<file path="config.mk">
export PLATFORM = sky130hd
export DESIGN_NAME = core_mem_bridge
export DESIGN_NICKNAME = d
export VERILOG_FILES = /design/src/rtl/core_mem_bridge.sv
export SDC_FILE = /design/constraint.sdc
export NUM_CORES = 1
export LEC_CHECK = 0
export ABC_AREA = 1
export ABC_CLOCK_PERIOD_IN_PS = 2300
export BUFFER_PORTS_ARGS = -buffer_cell sky130_fd_sc_hd__buf_2
export CELL_PAD_IN_SITES_DETAIL_PLACEMENT = 0
export CELL_PAD_IN_SITES_GLOBAL_PLACEMENT = 1
export CORE_MARGIN = 2
export CORE_UTILIZATION = 38
export DETAILED_ROUTE_END_ITERATION = 8
export PLACE_DENSITY = 0.83
export SLEW_MARGIN = 20
export SYNTH_ARGS = -nofsm -noshare
export SYNTH_HDL_FRONTEND = slang
export SYNTH_SLANG_ARGS = --single-unit
</file>
<file path="constraint.sdc">
create_clock -name clk -period 2.3 [get_ports clk]
set_clock_uncertainty 0.05 [all_clocks]
set_input_delay 0.46 -clock clk [delete_from_list [all_inputs] [get_ports clk]]
set_output_delay 0.46 -clock clk [all_outputs]
set_load 0.005 [all_outputs]
</file>
<file path="src/rtl/core_mem_bridge.sv">
// core_mem_bridge
//
// Responder for the core's word-granular memory interface. Each mem_start
// pulse is latched and run as one Avalon-MM pipelined master transaction.
// Completion is reported as a one-cycle mem_ready pulse.
//
// Ports
//   clk, rst_n          clock (posedge) and asynchronous active-low reset
//   mem_addr[29:0]      word address, sampled with mem_start
//   mem_data_wr[31:0]   store data, sampled with mem_start
//   mem_start           one-cycle request pulse
//   mem_write           1 = store, 0 = load, sampled with mem_start
//   mem_ready           one-cycle completion pulse
//   mem_data_rd[31:0]   load data; held until the next read completion
//   avl_*               Avalon-MM master (address, read, write, writedata,
//                       byteenable, waitrequest, readdata, readdatavalid)
//   busy                high while a transaction is outstanding
//   fault               sticky: timeout abort or mem_start while busy
//
// Avalon handshake: a command (avl_read/avl_write with address and data) is
// presented and held unchanged while avl_waitrequest=1; it is accepted on the
// first rising edge that sees avl_waitrequest=0 and dropped after that edge.
// Read data is taken on the rising edge that sees avl_readdatavalid=1 while
// waiting for it; readdatavalid at any other time is ignored.

module core_mem_bridge #(
  parameter int unsigned TIMEOUT_CYCLES = 1024,
  parameter logic [31:0] FAULT_DATA     = 32'hDEADBEEF
) (
  input  logic        clk,
  input  logic        rst_n,
  input  logic [29:0] mem_addr,
  input  logic [31:0] mem_data_wr,
  input  logic        mem_start,
  input  logic        mem_write,
  output logic        mem_ready,
  output logic [31:0] mem_data_rd,
  output logic [31:0] avl_address,
  output logic        avl_read,
  output logic        avl_write,
  output logic [31:0] avl_writedata,
  output logic [3:0]  avl_byteenable,
  input  logic        avl_waitrequest,
  input  logic [31:0] avl_readdata,
  input  logic        avl_readdatavalid,
  output logic        busy,
  output logic        fault
);

  typedef enum logic [1:0] {
    IDLE      = 2'd0,
    ISSUE     = 2'd1,
    READ_WAIT = 2'd2
  } state_t;

  // Counter value seen on the edge where the limit is reached. Unused when
  // TIMEOUT_CYCLES is 0 (the timeout term below is then constant false).
  localparam logic [31:0] TLIM = TIMEOUT_CYCLES - 32'd1;

  state_t      state;
  state_t      state_nxt;
  logic        is_write;
  logic [31:0] tcount;
  logic        accept;
  logic        rdone;
  logic        tout;

  assign avl_byteenable = 4'b1111;

  // Normal completion takes priority over a timeout on the same edge.
  always_comb begin
    accept = (state == ISSUE) && !avl_waitrequest;
    rdone  = (state == READ_WAIT) && avl_readdatavalid;
    tout   = (TIMEOUT_CYCLES != 0) && (state != IDLE) && !accept && !rdone &&
             (tcount == TLIM);
  end

  always_comb begin
    state_nxt = state;
    case (state)
      IDLE:      if (mem_start) state_nxt = ISSUE;
      ISSUE:     if (accept) state_nxt = is_write ? IDLE : READ_WAIT;
                 else if (tout) state_nxt = IDLE;
      READ_WAIT: if (rdone || tout) state_nxt = IDLE;
      default:   state_nxt = IDLE;
    endcase
  end

  always_ff @(posedge clk or negedge rst_n) begin
    if (!rst_n) state <= IDLE;
    else        state <= state_nxt;
  end

  always_ff @(posedge clk or negedge rst_n) begin
    if (!rst_n) begin
      mem_ready     <= 1'b0;
      mem_data_rd   <= 32'd0;
      avl_address   <= 32'd0;
      avl_read      <= 1'b0;
      avl_write     <= 1'b0;
      avl_writedata <= 32'd0;
      is_write      <= 1'b0;
      tcount        <= 32'd0;
      busy          <= 1'b0;
      fault         <= 1'b0;
    end else begin
      mem_ready <= 1'b0;
      busy      <= (state_nxt != IDLE);
      if (state != IDLE) tcount <= tcount + 32'd1;

      case (state)
        IDLE: begin
          if (mem_start) begin
            avl_address   <= {mem_addr, 2'b00};
            avl_writedata <= mem_data_wr;
            is_write      <= mem_write;
            avl_read      <= ~mem_write;
            avl_write     <= mem_write;
            tcount        <= 32'd0;
          end
        end
        ISSUE: begin
          if (accept) begin
            avl_read  <= 1'b0;
            avl_write <= 1'b0;
            tcount    <= 32'd0;
            if (is_write) mem_ready <= 1'b1;
          end else if (tout) begin
            avl_read  <= 1'b0;
            avl_write <= 1'b0;
            mem_ready <= 1'b1;
            fault     <= 1'b1;
            if (!is_write) mem_data_rd <= FAULT_DATA;
          end
        end
        READ_WAIT: begin
          if (rdone) begin
            mem_data_rd <= avl_readdata;
            mem_ready   <= 1'b1;
          end else if (tout) begin
            mem_data_rd <= FAULT_DATA;
            mem_ready   <= 1'b1;
            fault       <= 1'b1;
          end
        end
        default: ;
      endcase

      // A request arriving while busy is dropped; the running one continues.
      if (mem_start && (state != IDLE)) fault <= 1'b1;
    end
  end

endmodule
</file>
# Yosys cells after proc, flatten, opt, wreduce, memory -nomap -nowiden
# Index checks and enable logic that the tools add are counted.
# totals
regBits	134
inputBits	100
elab_cells	76
# classes
addsub	1
eq_ne	11
muxes	32
bitwise_logic	1
n_reduce_logical	20
# op_table
operator	count
$mux W32	8
$pmux W32 S2	2
$add A32 B1 Y32 const B	1
$eq A32 B10 Y1 const B	1
$mux W1	12
$mux W2	5
$ne A2 B2 Y1 const B	4
$pmux W1 S2	4
$reduce_bool A2 Y1	4
$logic_and A1 B1 Y1	6
$ne A3 B2 Y1 const B	2
$ne A3 B3 Y1 const B	2
$pmux W2 S3	1
$reduce_and A3 Y1	2
$reduce_and A5 Y1	1
$logic_not A1 Y1	3
$reduce_bool A3 Y1	1
$eq A2 B1 Y1 const B	1
$eq A2 B2 Y1 const B	1
$logic_not A2 Y1	1
$reduce_and A2 Y1	1
$logic_or A1 B1 Y1	1
$not A1 Y1	1

# Depth between registers and ports, before layout
# depth
ltp_word	10
ltp_mapped	14
ltp_nobuf	12

# Worst setup path after synthesis
# No wires, ideal clock.
# synth_path
path_kind	register -> register
start	register state[1]
end	register mem_data_rd[29]
arrival_ps	1722
required_time_ps	2133
path_slack_ps	411
path_stages_with_launch	15
path_buffers	2
path_cell_list	dfrtp_1 -> inv_1 -> ha_1 -> buf_6 -> nor2_8 -> nand2_1 -> nor2_1 -> nand2_1 -> nor2_2 -> nand4_2 -> nand2_4 -> nand2_4 -> buf_6 -> nand2_2 -> nand2_1
# synth_between
elab_chain_len	8
word_cells_on_any_way	18
cone_classes	6 x eq/ne; 2 x mux; 10 x reduce/logical
# synth_lines
item	line	source
start, declared	60	state_t state;
start signal, assigned	91	else state <= state_nxt;
$eq A2 B1 Y1	72, 111	
$logic_and A1 B1 Y1	72	accept = (state == ISSUE) && !avl_waitrequest;
$logic_not A1 Y1	74	tout = (TIMEOUT_CYCLES != 0) && (state != IDLE) && !accept && !rdone &&
$logic_and A1 B1 Y1 (3 in series)	74	
$ne A3 B3 Y1 (no source line) / $ne A2 B2 Y1 (equally long branches)	-	
$reduce_and A5 Y1 (no source line)	-	
end signal, assigned	138	mem_data_rd <= avl_readdata;
end, declared	37	output logic [31:0] mem_data_rd,
# Several ways; a longest one is shown, not always the timed one.
# A chain may end at the register's enable or synchronous reset.

# Worst setup path after layout
# layout_path
start	register state[1]
end	register tcount[31]
# layout_between
elab_chain_len	4
word_cells_on_any_way	8
cone_classes	1 x eq/ne; 4 x mux; 3 x reduce/logical
# layout_lines
item	line	source
$reduce_bool A2 Y1 / $eq A2 B1 Y1 (equally long branches)	109, 72, 111	
$mux W32 / $logic_and A1 B1 Y1 (equally long branches)	109, 72	
$mux W32 (on tied branches)	123, 113	
$pmux W32 S2 (*)	111	case (state)
end signal, assigned	109	if (state != IDLE) tcount <= tcount + 32'd1;
end, declared	63	logic [31:0] tcount;
# Mark *: on every way between the ends. The rest lies on a longest branch, timed or not.

==> key figures <==
Power and ir drop
  • Worst vdd rail ir drop: 636 uV
  • Combinational fraction of design power: 35.0%
  • Switching share of power: 35.5%
  • Cell internal pwr: 6.42 mW
  • Power spent charging and discharging nets: 3.54 mW
  • Power density normalized to cell area: 1170 nW/um^2
  • Fraction of power consumed by the clock network: 27.5%
  • Standby leakage power: 4.24 nW
  • Power after layout: 9.95 mW
  • Sequential Power Share: 37.5%

Global route
  • Tot GR Track Use: 19.4%
  • Remaining global-route overflow: 0
  • Via count of the first global-routing pass: 5611
  • Maximum number of pins on one net before global-route repair: 65
  • Antenna violations before repair: 1
  • Global-route wire length before repair: 27.6 mm

Place
  • Placed instance area: 7890 sq um
  • Placed Cells incl. Taps: 1114
  • Pre-CTS WS: 68.5 ps
  • Routability-driven placement congestion ratio: 0.819
  • Count of port buffers added during placement: 198
  • Sum of net half-perimeters after detailed placement: 13.1 mm

Clock network
  • Number of buffers inserted by post-CTS setup repair: 0
  • Number of clock buffers inserted by TritonCTS: 17
  • Max H-tree Level: 4
  • Clock transition time at the flip-flop clock pins of the worst setup and hold paths: 70 ps
  • CTS tree: done
  • Clock latency reported for the late side of the worst-skew pair: 430 ps
  • Number of buffers between clock root and the deepest sink: 2
  • Clock Root Buffer: sky130_fd_sc_hd__clkbuf_16
  • Clock net sink count: 134

Die
  • Area enclosed by the die boundary: 18300 sq um
  • Die H: 135 um
  • # rows: 48
  • Starting density of the core: 38.4%
  • Core area: 17100 sq um
  • Number of top-level pins: 205
  • Width of the die: 135 um

Drt
  • Antenna-violating nets left: 0
  • Overall via count from detail_route: 5501
  • DRC violation count after routing: 0
  • Routed wire length: 17.5 mm
  • Number of DRC violations after detailed-routing iteration 0: 285
  • Number of detailed-route iterations in the first pass: 4
  • DR vias/cell: 4.79
  • Post-detailed-route wirelength per cell: 15.2 um

Worst setup path
  • Kind of end point of the critical path: flip-flop
  • Flop2flop setup slack: 230 ps
  • Crit path kind: flip-flop to flip-flop
  • Peak fanout along the critical path: 7
  • Cells along the critical path: inv_1 -> ha_2 -> inv_6 -> nand2_2 -> nor2_1 -> nand2_1 -> nor2_2 -> nand2_2 -> nor2_4 -> nand3_1 -> xor2_1 -> nor2_1
  • Critical path startpoint category: flip-flop
  • Critical Path Max Stage Delay: 400 ps
  • Worst Path Arrival: 2340 ps
  • Critical-path cell with the highest stage delay: sky130_fd_sc_hd__dfrtp_1
  • CP Data Required Time: 2570 ps

Timing
  • Worst setup slack after layout: 226 ps
  • Worst hold slack: 209 ps
  • Number of hold-slack violations in the final timing report: 0
  • Number of pins exceeding their max-slew limit in the final report: 0
  • Final sum of negative setup slack: 0 ps
  • Share of the clock period used by the worst path after layout: 90.2%
  • RSZ-0062 raised after global routing: no
  • Crit path time final: 2070 ps
  • Achievable frequency: 482 MHz
  • Final setup viols: 0

Yosys
  • Number of enable flip-flop cells after synthesis: 0
  • Total of warnings raised by yosys: 0
  • Fraction of the yosys area taken by sequential cells: 51.1%
  • Share of Yosys cell area claimed by the top area cell type: 51.1%
  • Top cell type by total area after synthesis: sky130_fd_sc_hd__dfrtp_1
  • Post-Syn Area: 6570 sq um
  • Number of synthesized register bits: 134
  • Top-count cell post-synth: sky130_fd_sc_hd__nand2_1
  • Ys flop type: sky130_fd_sc_hd__dfrtp_1
  • Cell types with the highest counts after synthesis: 157 x sky130_fd_sc_hd__nand2_1, 134 x sky130_fd_sc_hd__dfrtp_1, 62 x sky130_fd_sc_hd__mux2_2
  • Per-instance average area after synthesis: 9.47 sq um
  • Post-synth ARST share: 100%
  • Synth cell types: 44
  • Synthesized netlist cell count: 693
  • Most area-consuming cells after synthesis: sky130_fd_sc_hd__dfrtp_1 51%, sky130_fd_sc_hd__mux2_2 11%, sky130_fd_sc_hd__nand2_1 9.0%

Cells and area
  • Number of fill cells: 1654
  • Cell Count, Final, Fillers Out: 1148
  • Number of nets at the end of the flow: 1014
  • Area occupied by multi-input gates: 2830 sq um
  • Footprint of the flip-flops and latches: 3350 sq um
  • Design area: 8520 sq um
  • Post-layout utilization of the core: 49.8%
  • Area growth from synthesis to layout: 29.8%
  • Share of final-layout standard cells stronger than drive strength 1: 41.0%

Flow run
  • Max Cap Violations: 0

Run status
  • Status: finished, final reports clean

Min path
  • Min-delay worst type: primary input to flip-flop
## sequential cells by signal, indices dropped and copies added, names as in the netlist
name,cells
state,2
mem_ready,1
avl_write,1
is_write,1
avl_read,1
mem_data_rd,32
fault,1
avl_writedata,32
tcount,32
avl_address,30
busy,1
## cells in the final DEF, fill, tap and decap left out, types with 14 or more instances in the layout
master and count:
sky130_fd_sc_hd__nand2_1 156, sky130_fd_sc_hd__nand3_1 58, sky130_fd_sc_hd__buf_2 197, sky130_fd_sc_hd__mux2_2 62, sky130_fd_sc_hd__dfrtp_1 134, sky130_fd_sc_hd__o21ai_0 14
sky130_fd_sc_hd__clkbuf_16 17, sky130_fd_sc_hd__or2_2 24, sky130_fd_sc_hd__xor2_1 15, sky130_fd_sc_hd__buf_4 16, sky130_fd_sc_hd__inv_1 58, sky130_fd_sc_hd__nand2_2 16
sky130_fd_sc_hd__nor2_1 49
## layout make-up
class                   count  area share (%)
diodes                      1          0.0294
clock buffers              17            4.99
clock inverters            15            2.17
inverters                  62            2.82
multi-input cells         475            33.2
flip-flops and latches    134            39.4
well taps                 225            3.30
repair buffers            219            14.2
## cells by family (layout without fill, tap and decap cells)
group / Yosys count / count (layout) / share of synthesized area, %
DFF: 134 / 134 / 51.1
other: 2 / 7 / 0.114
buffers and inverters: 88 / 313 / 6.33
and+or+nand+nor: 346 / 346 / 25.2
muxes: 62 / 62 / 10.6
adders and majority gates: 5 / 5 / 0.953
xor gates and xnor gates: 15 / 15 / 2.00
AOI/OAI and AO/OA: 41 / 41 / 3.72
## power groups by stage
| stage | Combinational (mW) | Sequential, mW | Clock [mW] |
|---|---|---|---|
| 6_report | 3.49 | 3.73 | 2.74 |
| 2_1_floorplan | 1.83 | 3.81 | 0 |
| 5_1_grt | 3.87 | 3.84 | 2.91 |
| 4_1_cts | 3.54 | 3.74 | 2.80 |
| 3_5_place_dp | 3.53 | 3.75 | 0 |
| 3_3_place_gp | 3.47 | 3.73 | 0 |
## critical path, delay by kind of cell, from the launching register on
| family | cells | cell delay (ps) |
|---|---|---|
| and+or+nand+nor | 8 | 880 |
| DFF | 1 | 400 |
| adders and majority gates | 1 | 270 |
| buffers and inverters | 2 | 220 |
| xor gates and xnor gates | 1 | 160 |
## timing repair
item,4_1_cts,5_1_grt
setup endpoints to repair,0,40
hold endpoints to repair,47,0
resized for setup,0,2
hold buffers,1,0
## routing by layer
metal,global-route usage [%],up-vias,share of wire (%)
met3,6.17,18,7.2
met4,6.71,0,1.4
met5,0,-,0
li1,-,2688,-
met2,31.8,177,49
met1,24.4,2618,43
## worst paths after layout
check                                 from  cells after the start                to
setup / recovery                  state[1]                     12        tcount[31]
hold / removal              mem_data_wr[0]                      2  avl_writedata[0]
setup reg to reg                  state[1]                     12        tcount[31]
hold reg to reg            mem_data_rd[12]                      2   mem_data_rd[12]
max in group asynchronous            rst_n                      3   avl_address[12]
min in group asynchronous            rst_n                      2   avl_address[20]
Note: power is estimated with default switching activity, not from simulation.
